===== config.mk =====
export PLATFORM = sky130hd
export DESIGN_NAME = meas_point_buf
export DESIGN_NICKNAME = d
export VERILOG_FILES = /design/src/rtl/meas_point_buf.sv
export SDC_FILE = /design/constraint.sdc
export NUM_CORES = 1
export LEC_CHECK = 0
export ABC_AREA = 1
export BUFFER_PORTS_ARGS = -buffer_cell sky130_fd_sc_hd__buf_2
export CORE_ASPECT_RATIO = 0.9
export CORE_UTILIZATION = 60
export CTS_CLUSTER_DIAMETER = 40
export DETAILED_ROUTE_END_ITERATION = 12
export PLACE_DENSITY = 0.78
export SLEW_MARGIN = 40
export SYNTH_ARGS = -nofsm -noshare
export SYNTH_HDL_FRONTEND = slang
export SYNTH_SLANG_ARGS = --single-unit

===== constraint.sdc =====
create_clock -name clk_i -period 19.7 [get_ports clk_i]
set_input_delay 3.94 -clock clk_i [delete_from_list [all_inputs] [get_ports clk_i]]
set_output_delay 3.94 -clock clk_i [all_outputs]
set_load 0.03 [all_outputs]

===== src/rtl/meas_point_buf.sv =====
// Point collector for the two channel measurement controllers: one hold register
// per channel, round-robin on contention, then a first-word-fall-through FIFO.
module meas_point_buf #(
  parameter int DEPTH   = 16,
  parameter int V_WIDTH = 16,
  parameter int T_WIDTH = 10,
  localparam int W      = 1 + T_WIDTH + V_WIDTH,
  localparam int AW     = $clog2(DEPTH)
) (
  input  logic               clk_i,
  input  logic               arst_i,
  input  logic               clr_i,
  input  logic               p1_rdy_i,
  input  logic [V_WIDTH-1:0] p1_v_i,
  input  logic [T_WIDTH-1:0] p1_t_i,
  input  logic               p2_rdy_i,
  input  logic [V_WIDTH-1:0] p2_v_i,
  input  logic [T_WIDTH-1:0] p2_t_i,
  input  logic               rd_i,
  output logic [W-1:0]       rd_data_o,
  output logic               rd_valid_o,
  output logic [AW:0]        level_o,
  output logic               ovf_o,
  output logic [7:0]         drop_cnt_o
);

  typedef enum logic {
    CH1 = 1'b0,
    CH2 = 1'b1
  } ch_e;

  typedef struct packed {
    logic               full;
    logic [T_WIDTH-1:0] t;
    logic [V_WIDTH-1:0] v;
  } hold_t;

  localparam logic [AW:0] DEPTH_L = (AW+1)'(DEPTH);

  hold_t          h1_q, h1_d, h2_q, h2_d;
  ch_e            last_grant_q, last_grant_d;
  logic [W-1:0]   mem_q [DEPTH];
  logic [W-1:0]   mem_d [DEPTH];
  logic [AW-1:0]  wr_ptr_q, wr_ptr_d, rd_ptr_q, rd_ptr_d;
  logic [AW:0]    level_q, level_d;
  logic           ovf_q, ovf_d;
  logic [7:0]     drop_cnt_q, drop_cnt_d;

  logic           rd_valid, pop, can_wr, wr_en, grant2;
  logic           drain1, drain2, load1, load2, drop1, drop2;
  logic [W-1:0]   wdata;
  logic [8:0]     drop_sum;

  // NOTE: every signal written here gets its default first, so no path can
  // leave one unassigned and infer a latch.
  always_comb begin
    h1_d         = h1_q;
    h2_d         = h2_q;
    last_grant_d = last_grant_q;
    mem_d        = mem_q;
    wr_ptr_d     = wr_ptr_q;
    rd_ptr_d     = rd_ptr_q;
    level_d      = level_q;
    ovf_d        = ovf_q;
    drop_cnt_d   = drop_cnt_q;

    rd_valid = (level_q != '0);
    pop      = rd_i && rd_valid;
    // A full FIFO still accepts a write when the head leaves in the same cycle.
    can_wr   = (level_q != DEPTH_L) || pop;

    if (h1_q.full && h2_q.full) grant2 = (last_grant_q == CH1);
    else                        grant2 = h2_q.full;

    wr_en  = can_wr && (h1_q.full || h2_q.full);
    wdata  = grant2 ? {1'b1, h2_q.t, h2_q.v} : {1'b0, h1_q.t, h1_q.v};
    drain1 = wr_en && !grant2;
    drain2 = wr_en && grant2;

    if (wr_en && h1_q.full && h2_q.full) last_grant_d = grant2 ? CH2 : CH1;

    load1 = p1_rdy_i && (!h1_q.full || drain1);
    load2 = p2_rdy_i && (!h2_q.full || drain2);
    drop1 = p1_rdy_i && !load1;
    drop2 = p2_rdy_i && !load2;

    if (load1)       h1_d = '{full: 1'b1, t: p1_t_i, v: p1_v_i};
    else if (drain1) h1_d.full = 1'b0;
    if (load2)       h2_d = '{full: 1'b1, t: p2_t_i, v: p2_v_i};
    else if (drain2) h2_d.full = 1'b0;

    ovf_d    = ovf_q || drop1 || drop2;
    drop_sum = {1'b0, drop_cnt_q} + 9'(drop1) + 9'(drop2);
    drop_cnt_d = drop_sum[8] ? 8'hFF : drop_sum[7:0];

    if (wr_en) begin
      mem_d[wr_ptr_q] = wdata;
      wr_ptr_d        = wr_ptr_q + 1'b1;
    end
    if (pop) rd_ptr_d = rd_ptr_q + 1'b1;

    case ({wr_en, pop})
      2'b10:   level_d = level_q + 1'b1;
      2'b01:   level_d = level_q - 1'b1;
      default: level_d = level_q;
    endcase

    // Clear overrides every update above, including strobes and pops this cycle.
    if (clr_i) begin
      h1_d         = '0;
      h2_d         = '0;
      last_grant_d = CH2;
      mem_d        = '{default: '0};
      wr_ptr_d     = '0;
      rd_ptr_d     = '0;
      level_d      = '0;
      ovf_d        = 1'b0;
      drop_cnt_d   = '0;
    end
  end

  // NOTE: state registers use non-blocking assignments so every flop samples
  // the pre-edge value regardless of process ordering.
  always_ff @(posedge clk_i or posedge arst_i) begin
    if (arst_i) begin
      h1_q         <= '0;
      h2_q         <= '0;
      last_grant_q <= CH2;
      wr_ptr_q     <= '0;
      rd_ptr_q     <= '0;
      level_q      <= '0;
      ovf_q        <= 1'b0;
      drop_cnt_q   <= '0;
    end else begin
      h1_q         <= h1_d;
      h2_q         <= h2_d;
      last_grant_q <= last_grant_d;
      wr_ptr_q     <= wr_ptr_d;
      rd_ptr_q     <= rd_ptr_d;
      level_q      <= level_d;
      ovf_q        <= ovf_d;
      drop_cnt_q   <= drop_cnt_d;
    end
  end

  // NOTE: the storage array is reset deliberately so the head output reads
  // zero out of reset; it is small enough to live in flops.
  always_ff @(posedge clk_i or posedge arst_i) begin
    if (arst_i) mem_q <= '{default: '0};
    else        mem_q <= mem_d;
  end

  assign rd_data_o  = mem_q[rd_ptr_q];
  assign rd_valid_o = rd_valid;
  assign level_o    = level_q;
  assign ovf_o      = ovf_q;
  assign drop_cnt_o = drop_cnt_q;

endmodule


=== Word level (Yosys, flattened, before mapping) ===
Index checks and enable logic that the tools add are counted.

* Bitwise gates (word level): 3
* Reduce and logical (&&, ||, !) cells: 32
* Order comparisons: 3
* Add/subtract/negate cells: 6
* Muxes and demuxes: 30
* Eq/ne operators: 3

{| class="wikitable"
|+ Operator list
! cell !! count
|-
| 432-bit two-way mux || 2
|-
| 432-bit bitwise mux || 1
|-
| 27-bit two-way mux || 6
|-
| 27-bit binary-select mux with 4-bit select || 1
|-
| 27-bit demux with 4-bit select || 1
|-
| 26-bit two-way mux || 2
|-
| 4-bit two-way mux || 4
|-
| 8-bit two-way mux || 2
|-
| 1-bit logical AND || 12
|-
| 5-bit greater-or-equal comparator (second input constant) || 2
|-
| 4-bit NOT with 5-bit output || 2
|-
| 5-bit case mux with 2 select lines || 1
|-
| 2-bit nonzero test || 5
|-
| 8-bit by 1-bit adder with 9-bit output || 1
|-
| 9-bit by 1-bit adder with 9-bit output || 1
|-
| 1-bit two-way mux || 9
|-
| 3-bit nonzero test || 3
|-
| 4-bit by 1-bit adder with 4-bit output (second input constant) || 2
|-
| 1-bit logical OR || 6
|-
| 5-bit by 1-bit adder with 5-bit output (second input constant) || 1
|-
| 1-bit zero test || 5
|-
| 5-bit by 1-bit less-than comparator with 1-bit output (second input constant) || 1
|-
| 5-bit two-way mux || 1
|-
| 5-bit inequality test (second input constant) || 1
|-
| other kinds (5) || 5
|}

* Logic and storage cells: 105
* Register bits after elaboration: 509
* Output and inout port bits: 42
* Bits of input ports: 58

=== Longest topological paths before layout ===
Gate-level depths: netlist of run 1.

* Depth in word-level cells: 13
* Depth in mapped cells: 16
* Gate-level depth less buffers: 15

=== Least setup slack after synthesis of run 1 ===
No wires, ideal clock.

* Path type: in2reg
* From: in rd_i
* To: reg drop_cnt_q[5], in the netlist drop_cnt_o[5]
* Stages on the path: 15
* Setup time: 63 ps
* Data required time: 19637 ps
* Slack: 13738 ps
* Arrival time: 5899 ps
* Path buffers: 1
* Path through: nor2_1 nand3_2 buf_6 nand2_1 nand3_1 fa_1 inv_1 ha_1 nand2_1 nor3_1 and2_1 nand2_1 o21ai_0 nand2_1 inv_1

* Longest elaborated chain between the ends: 12
* Elaborated cells between the ends (all ways): 17
* Those cells by class: add/sub: 2; mux: 2; reduce/logical: 13

{| class="wikitable"
|+ Ends and longest elaborated chain
! element !! RTL line !! RTL
|-
| from (decl) || 19 || <nowiki>input logic rd_i,</nowiki>
|-
| 1-bit logical AND * || 68 || <nowiki>pop = rd_i && rd_valid;</nowiki>
|-
| 1-bit logical OR * || 70 || <nowiki>can_wr = (level_q != DEPTH_L) || pop;</nowiki>
|-
| 1-bit logical AND * || 75 || <nowiki>wr_en = can_wr && (h1_q.full || h2_q.full);</nowiki>
|-
| 1-bit logical AND || 77 || <nowiki>drain1 = wr_en && !grant2;</nowiki>
|-
| 1-bit logical OR || 82 || <nowiki>load1 = p1_rdy_i && (!h1_q.full || drain1);</nowiki>
|-
| 1-bit logical AND || 82 ||
|-
| 1-bit zero test || 84 || <nowiki>drop1 = p1_rdy_i && !load1;</nowiki>
|-
| 1-bit logical AND || 84 ||
|-
| 8-bit by 1-bit adder with 9-bit output || 93 || <nowiki>drop_sum = {1'b0, drop_cnt_q} + 9'(drop1) + 9'(drop2);</nowiki>
|-
| 9-bit by 1-bit adder with 9-bit output * || 93 ||
|-
| 8-bit two-way mux * || 94 || <nowiki>drop_cnt_d = drop_sum[8] ? 8'hFF : drop_sum[7:0];</nowiki>
|-
| 8-bit two-way mux * || 109 || <nowiki>if (clr_i) begin</nowiki>
|-
| named net drop_cnt_d[5] || 47 || <nowiki>logic [7:0] drop_cnt_q, drop_cnt_d;</nowiki>
|-
| to (signal assigned) || 142 || <nowiki>drop_cnt_q <= drop_cnt_d;</nowiki>
|-
| to (decl) || 47 ||
|}

The timed path passes the listed nets; every way through them passes the cells marked *.
A chain may end at the register's enable or synchronous reset.

=== Final worst setup path of run 1 ===
* From: reg rd_ptr_q[0]
* To: out rd_data_o[20]

* Longest elaborated chain between the ends: 4

{| class="wikitable"
|+ Ends and longest elaborated chain
! element !! RTL line !! RTL
|-
| from (decl) || 44 || <nowiki>logic [AW-1:0] wr_ptr_q, wr_ptr_d, rd_ptr_q, rd_ptr_d;</nowiki>
|-
| from (signal assigned) || 139 || <nowiki>rd_ptr_q <= rd_ptr_d;</nowiki>
|-
| 4-bit NOT with 5-bit output (implied by the code) || 153 || <nowiki>assign rd_data_o = mem_q[rd_ptr_q];</nowiki>
|-
| 27-bit binary-select mux with 4-bit select || 153 ||
|-
| 27-bit two-way mux (implied by the code) (2 in series) || 153 ||
|-
| to (decl) || 20 || <nowiki>output logic [W-1:0] rd_data_o,</nowiki>
|}

No other way between the ends. The select of a mux whose other input is x is not followed.

==> results of run 1 <==
## flip-flops by register name, indices dropped and copies added, names as in the netlist
signal	flops
mem_q	432
wr_ptr_q	4
h1_q	27
h2_q	27
ovf_o	1
rd_ptr_q	4
drop_cnt_o	8
last_grant_q	1
level_o	5
## cell type report
| type | instances | area share |
|---|---|---|
| clock buffers | 77 | 0.0618 |
| clock inverters | 34 | 0.0122 |
| inverters | 273 | 0.0380 |
| multi-input cells | 2065 | 0.361 |
| flip-flops and latches | 509 | 0.463 |
| well taps | 540 | 0.0246 |
| repair buffers | 149 | 0.0397 |
## worst min-delay path: cells and delay by family (launching register included)
kind	cells	cell delay [ns]
flops	1	0.34
simple gates	2	0.13
## cells in the final DEF (no fill, tap or decap), types with 4 or more instances in the layout
master | Yosys | routed
inv_8 | 0 | 4
a21oi_1 | 157 | 157
nand3_1 | 430 | 430
dfrtp_1 | 508 | 505
inv_2 | 5 | 5
o31ai_1 | 9 | 9
clkbuf_16 | 0 | 63
buf_4 | 8 | 32
nand2_1 | 881 | 879
clkbuf_1 | 80 | 7
o21ai_4 | 0 | 9
clkinv_2 | 0 | 7
buf_6 | 14 | 6
clkinvlp_4 | 0 | 6
o211ai_1 | 72 | 72
o22ai_1 | 7 | 7
inv_6 | 0 | 9
clkbuf_8 | 0 | 9
o21ai_1 | 64 | 54
nand2_2 | 5 | 6
nor3_1 | 5 | 5
ha_1 | 9 | 9
buf_16 | 0 | 8
inv_1 | 268 | 266
o21ai_0 | 349 | 349
nor2_4 | 13 | 18
clkinv_4 | 0 | 6
nand3_4 | 7 | 8
nor2_1 | 30 | 30
buf_2 | 104 | 98
## path summary, 6_finish.rpt
kind / startpoint / to / depth (start not counted)
worst min-delay path: mem_q[155]$_DFFE_PP0P_ / mem_q[155]$_DFFE_PP0P_ / 2
max in group asynchronous: arst_i / mem_q[14]$_DFFE_PP0P_ / 4
worst max register to register: level_o[0]$_DFFE_PP0P_ / drop_cnt_o[5]$_DFF_PP0_ / 14
min in group asynchronous: arst_i / h2_q[24]$_DFFE_PP0P_ / 2
worst min register to register: mem_q[155]$_DFFE_PP0P_ / mem_q[155]$_DFFE_PP0P_ / 2
worst max-delay path: rd_ptr_q[0]$_DFFE_PP0P_ / rd_data_o[20] / 8
## power by group through the flow
stage | registers (W) | logic (W) | clock network (W)
3_3_place_gp | 0.00113 | 0.000801 | 0
4_1_cts | 0.00112 | 0.000831 | 0.00113
5_1_grt | 0.00112 | 0.000920 | 0.00118
2_1_floorplan | 0.00111 | 0.000629 | 0
6_report | 0.00112 | 0.000852 | 0.00113
3_5_place_dp | 0.00114 | 0.000825 | 0
## synthesized netlist by cell type (all sizes together) (2+ instances only)
master	instances
nand2	888
dfrtp	508
nand3	441
o21ai	413
inv	273
a21oi	158
buf	144
clkbuf	84
o211ai	72
nor2	48
ha	9
o31ai	9
o22ai	7
nor3	5
nand3b	3
xnor2	3
xor2	3
fa	2
## metrics by stage
step / cells / cell area [sq um] / util / total power [W] / setup slack, ns
floorplan: 3075 / 24700 / - / 0.00173 / 1.55
global placement: 3525 / 25100 / 0.618 / 0.00193 / 12.39
global route: 3647 / 27500 / 0.678 / 0.00322 / 11.71
CTS: 3646 / 27400 / 0.677 / 0.00308 / 11.74
detailed placement: 3535 / 25400 / 0.627 / 0.00196 / 12.40
finish: 3647 / 27500 / 0.678 / 0.00310 / 11.83
## layer usage
metal | up-vias | global-route usage | part of all wire
met5 | - | 0 | 0.000077
met3 | 245 | 0.0833 | 0.12
met2 | 1483 | 0.563 | 0.44
met1 | 10900 | 0.513 | 0.39
li1 | 10000 | - | -
met4 | 2 | 0.190 | 0.045
## cells by family after synthesis
| family | share of synthesized area |
|---|---|
| DFF | 0.516 |
| adders and majority gates | 0.00618 |
| buffers and inverters | 0.0882 |
| xor gates and xnor gates | 0.00213 |
| and+or+nand+nor | 0.245 |
| AOI/OAI and AO/OA | 0.143 |
==> results.ini, run 1 <==
[hold_path]
min_path_type = reg -> reg

[timing]
drv_slew = 0
fin_tns_setup_ns = 0
slew_headroom = 0.388
tightestPinTransition_ns = 0.917
hold_viol_final = 0
final.period_utilization = 0.399
grt_setup_unrepaired = false
skew_ns = 0.0239
fmax_ghz = 0.127
holdWs_ns = 0.499
finalSetupViolations = 0
period_minus_slack_ns = 7.87

[floorplan]
initial_core_util = 0.609
io_pins = 100
rows = 70
dieHeight_um = 194
coreArea_sq_um = 40600
die_area_sq_um = 42000
die_x_um = 216

[clock_tree]
clkTransAtPathRegs_ns = 0.06
cts_tree = done
cts.sinks = 509
cts-root-buf = clkbuf_16
htreeDepth = 2
insertion_delay_ns = 0.63
cts_setup_buffers = 0
numCtsBuffers = 61
clk_path_buf_depth = 3
cts_resized = 0
cts_hold_buffers = 0

[finish]
drive_above_1_share = 0.101
syn_to_final_growth_pct = 11.4
regArea_sq_um = 12700
multi_input_area_sq_um = 9920
fillers = 3174
finish.net_count = 3128
n_antenna_cell = 0

[run_status]
outcome = finished clean

[route]
routed_wl_mm = 77.8
viasPerCell = 6.22
drc_errors = 0
drt_iter0_markers = 3167
post_drt_wl_per_cell_um = 21.3
drt_first_pass_iters = 6
ant_nets = 0
vias = 22700

[yosys]
async_flop_share = 1.00
yosys_warnings = 0
synth_area_leader_cell = dfrtp_1
seq_area_frac_synth = 0.516
avgSynthCellArea_sq_um = 8.03
synth_flop_cell = dfrtp_1
ys_types = 39
ys_seq_elements = 509
synth_top_cell_area_share = 0.515
syn_nets = 3144
synth-edff-count = 0
synthTopCellsByArea = dfrtp_1 51%, nand2_1 13%, nand3_1 8.7%
syn_area_sq_um = 24700
postSynthCellCount = 3075

[global_route]
grt_max_degree = 120
globalRoute.totalOverflow = 0
grt_pass1_wl_mm = 123
grt_pass1_vias = 22100
antenna_found_initial = 1
grt_usage = 0.374

[run]
max-cap-violations = 0

[critical_path]
critPathTopFamily = buffers and inverters
path_class = reg -> out
cp_cell_sequence = buf_6 -> buf_4 -> a21oi_1 -> o21ai_0 -> nand3_1 -> nand3_1 -> nand2_1 -> buf_2
required_ns = 15.76
cp_slowest_cell = dfrtp_4
r2r_setup_slack_ns = 16.39
crit_path_start_kind = flop
arrival_ns = 3.93
path_common_cell = nand3_1
cp_slowest_stage_delay_ns = 0.89
worst-path-buf-inv = 3
path_max_fanout = 91
worst_setup_path_end_kind = primary output

[power_and_ir_drop]
p_int_w = 0.00196
pwr-share-seq = 0.361
power.net_switching_w = 0.00114
switching_share = 0.368
clkPwrFrac = 0.365
p_comb_frac = 0.275
peakVddDrop_mv = 0.0921
p_leak_nw = 13.0
p_per_area_nw_per_um2 = 113

[placement]
dpl.hpwl_mm = 46.2
routabilityCongestion = 0.882
numPortBuffers = 99

Power figures use the tool's default switching activity.
==> run 2, diff against run 1 <==
- CORE_UTILIZATION: 60 -> 56
- PLACE_DENSITY: 0.78 -> 0.76
- clock period: 19.7 -> 6.9 ns (I/O delays scaled with it)
==> run 2 against run 1 <==
  * Combinational power rose to 2.9 times the previous value
  * Clock power rose to 3.2 times the previous value
  * Cell area rose by 1.3%
  * Critical path type unchanged
  * Critical endpoint is now rd_data_o[10]
  * Largest cell class unchanged
  * Largest power group unchanged
  * Highest routed layer is now met4
==> results.ini, run 2 (synthesis results as in run 1) <==
[global_route]
antenna_found_initial = 1
grt_usage = 0.338
globalRoute.totalOverflow = 0
grt_pass1_wl_mm = 119
grt_pass1_vias = 21500
grt_max_degree = 228

[power_and_ir_drop]
peakVddDrop_mv = 0.257
p_leak_nw = 13.1
total_power_w = 0.00918
p_per_area_nw_per_um2 = 329

[hold_path]
min_path_type = reg -> reg
min_path_cells = 2

[finish]
largest_register_ff_count = 432
most-common-layout-cells = 880 x nand2_1, 505 x dfrtp_1, 430 x nand3_1
finish.net_count = 3136
final_core_util = 0.645
fin_cells = 3675
drive_above_1_share = 0.103
top_register = mem_q
final_common_cell = nand2_1
stdcell_area_sq_um = 27900
syn_to_final_growth_pct = 12.9
reg_top3 = mem_q (432), h1_q (27), h2_q (27)

[placement]
dp_cells = 3549
numPortBuffers = 99
routabilityCongestion = 0.855
placed_cell_area_sq_um = 25500
dpl.hpwl_mm = 43.5

[timing]
drv_slew = 0
fmax_ghz = 0.225
fin_tns_setup_ns = 0
finalSetupViolations = 0
period_minus_slack_ns = 4.44
tightestPinTransition_ns = 0.902
final.period_utilization = 0.644
hold_viol_final = 0
skew_ns = 0.0340
slew_headroom = 0.399
grt_setup_unrepaired = false

[clock_tree]
htreeDepth = 3
cts_hold_buffers = 0
clk_path_buf_depth = 3
numCtsBuffers = 67
cts_resized = 0
clkTransAtPathRegs_ns = 0.05
cts-root-buf = clkbuf_16
cts.sinks = 509
cts_tree = done
insertion_delay_ns = 0.61
cts_setup_buffers = 0

[critical_path]
path_common_cell = nand3_1
reg2reg_depth = 14
crit_path_start_kind = flop
cp_cell_sequence = buf_12 -> buf_16 -> a21oi_1 -> o21ai_0 -> nand3_1 -> nand3_1 -> nand2_1 -> buf_2
cp_slowest_cell = dfrtp_4
path_class = reg -> out
critPathTopFamily = buffers and inverters
crit_cells = 8
path_max_fanout = 156
worst_setup_path_end_kind = primary output
required_ns = 5.52
arrival_ns = 3.06
worst-path-buf-inv = 3
cp_slowest_stage_delay_ns = 0.68

[route]
drt_first_pass_iters = 6
drc_errors = 0
ant_nets = 0
post_drt_wl_per_cell_um = 20.3
routed_wl_mm = 74.7
viasPerCell = 6.08
drt_iter0_markers = 2764
vias = 22300

[floorplan]
io_pins = 100
initial_core_util = 0.571
rows = 72
die_x_um = 223
die_area_sq_um = 44900
coreArea_sq_um = 43200
dieHeight_um = 201

[run]
max-cap-violations = 0

[run_status]
outcome = finished clean

## run 2: cell count changes in the layout (fill, tap and decap cells not counted), moves of 2 or more
cell       delta
buf_12        +3
o21ai_4       -2
clkbuf_8      +3
clkbuf_16    +10
clkbuf_1      +4
inv_8         -2
inv_6         -3
clkinv_4      -3
buf_16        +4
## run 2: path summary, 6_finish.rpt
| path | start | to | slack [ns] |
|---|---|---|---|
| min reg2reg | mem_q[159]$_DFFE_PP0P_ | mem_q[159]$_DFFE_PP0P_ | 0.50 |
| min | mem_q[159]$_DFFE_PP0P_ | mem_q[159]$_DFFE_PP0P_ | 0.50 |
| max reg2reg | level_o[0]$_DFFE_PP0P_ | drop_cnt_o[5]$_DFF_PP0_ | 3.26 |
| max in group asynchronous | arst_i | mem_q[407]$_DFFE_PP0P_ | 4.70 |
| max | rd_ptr_q[0]$_DFFE_PP0P_ | rd_data_o[10] | 2.46 |
| min in group asynchronous | arst_i | h2_q[19]$_DFFE_PP0P_ | 0.87 |
## run 2: layer usage
metal	vias up	global-route usage	wire, um
li1	10000	-	-
met1	10700	0.472	30000
met2	1318	0.515	33800
met3	228	0.0735	8040
met4	0	0.139	2890
met5	-	0	0
## run 2: where the power goes
group	internal, W	leakage (nW)	switching, W	total, W
registers	0.00305	7.06	0.000105	0.00316
logic	0.000690	4.95	0.00175	0.00244
clock network	0.00222	1.13	0.00136	0.00358
## run 2: worst min-delay path: stages (launching register included)
cell     delay, ns
dfrtp_1       0.34
nand3_1       0.07
nand2_1       0.05
## run 2: stage by stage
stage	setup WS (ns)	hold WS, ns
floorplan	-1.39	0.469
global placement	2.47	0.481
detailed placement	2.40	0.487
CTS	2.56	0.498
global route	2.36	0.516
finish	2.46	0.498
## run 2: area by class of cell
type / instances / area [sq um]
fill: 3498 / 15400
sequential: 509 / 12700
multi-input combinational: 2065 / 9880
clock buffer: 96 / 2030
timing repair buffer: 151 / 1200
inverter: 273 / 1040
tap: 555 / 694
clock inverter: 25 / 278
antenna: 1 / 2.50
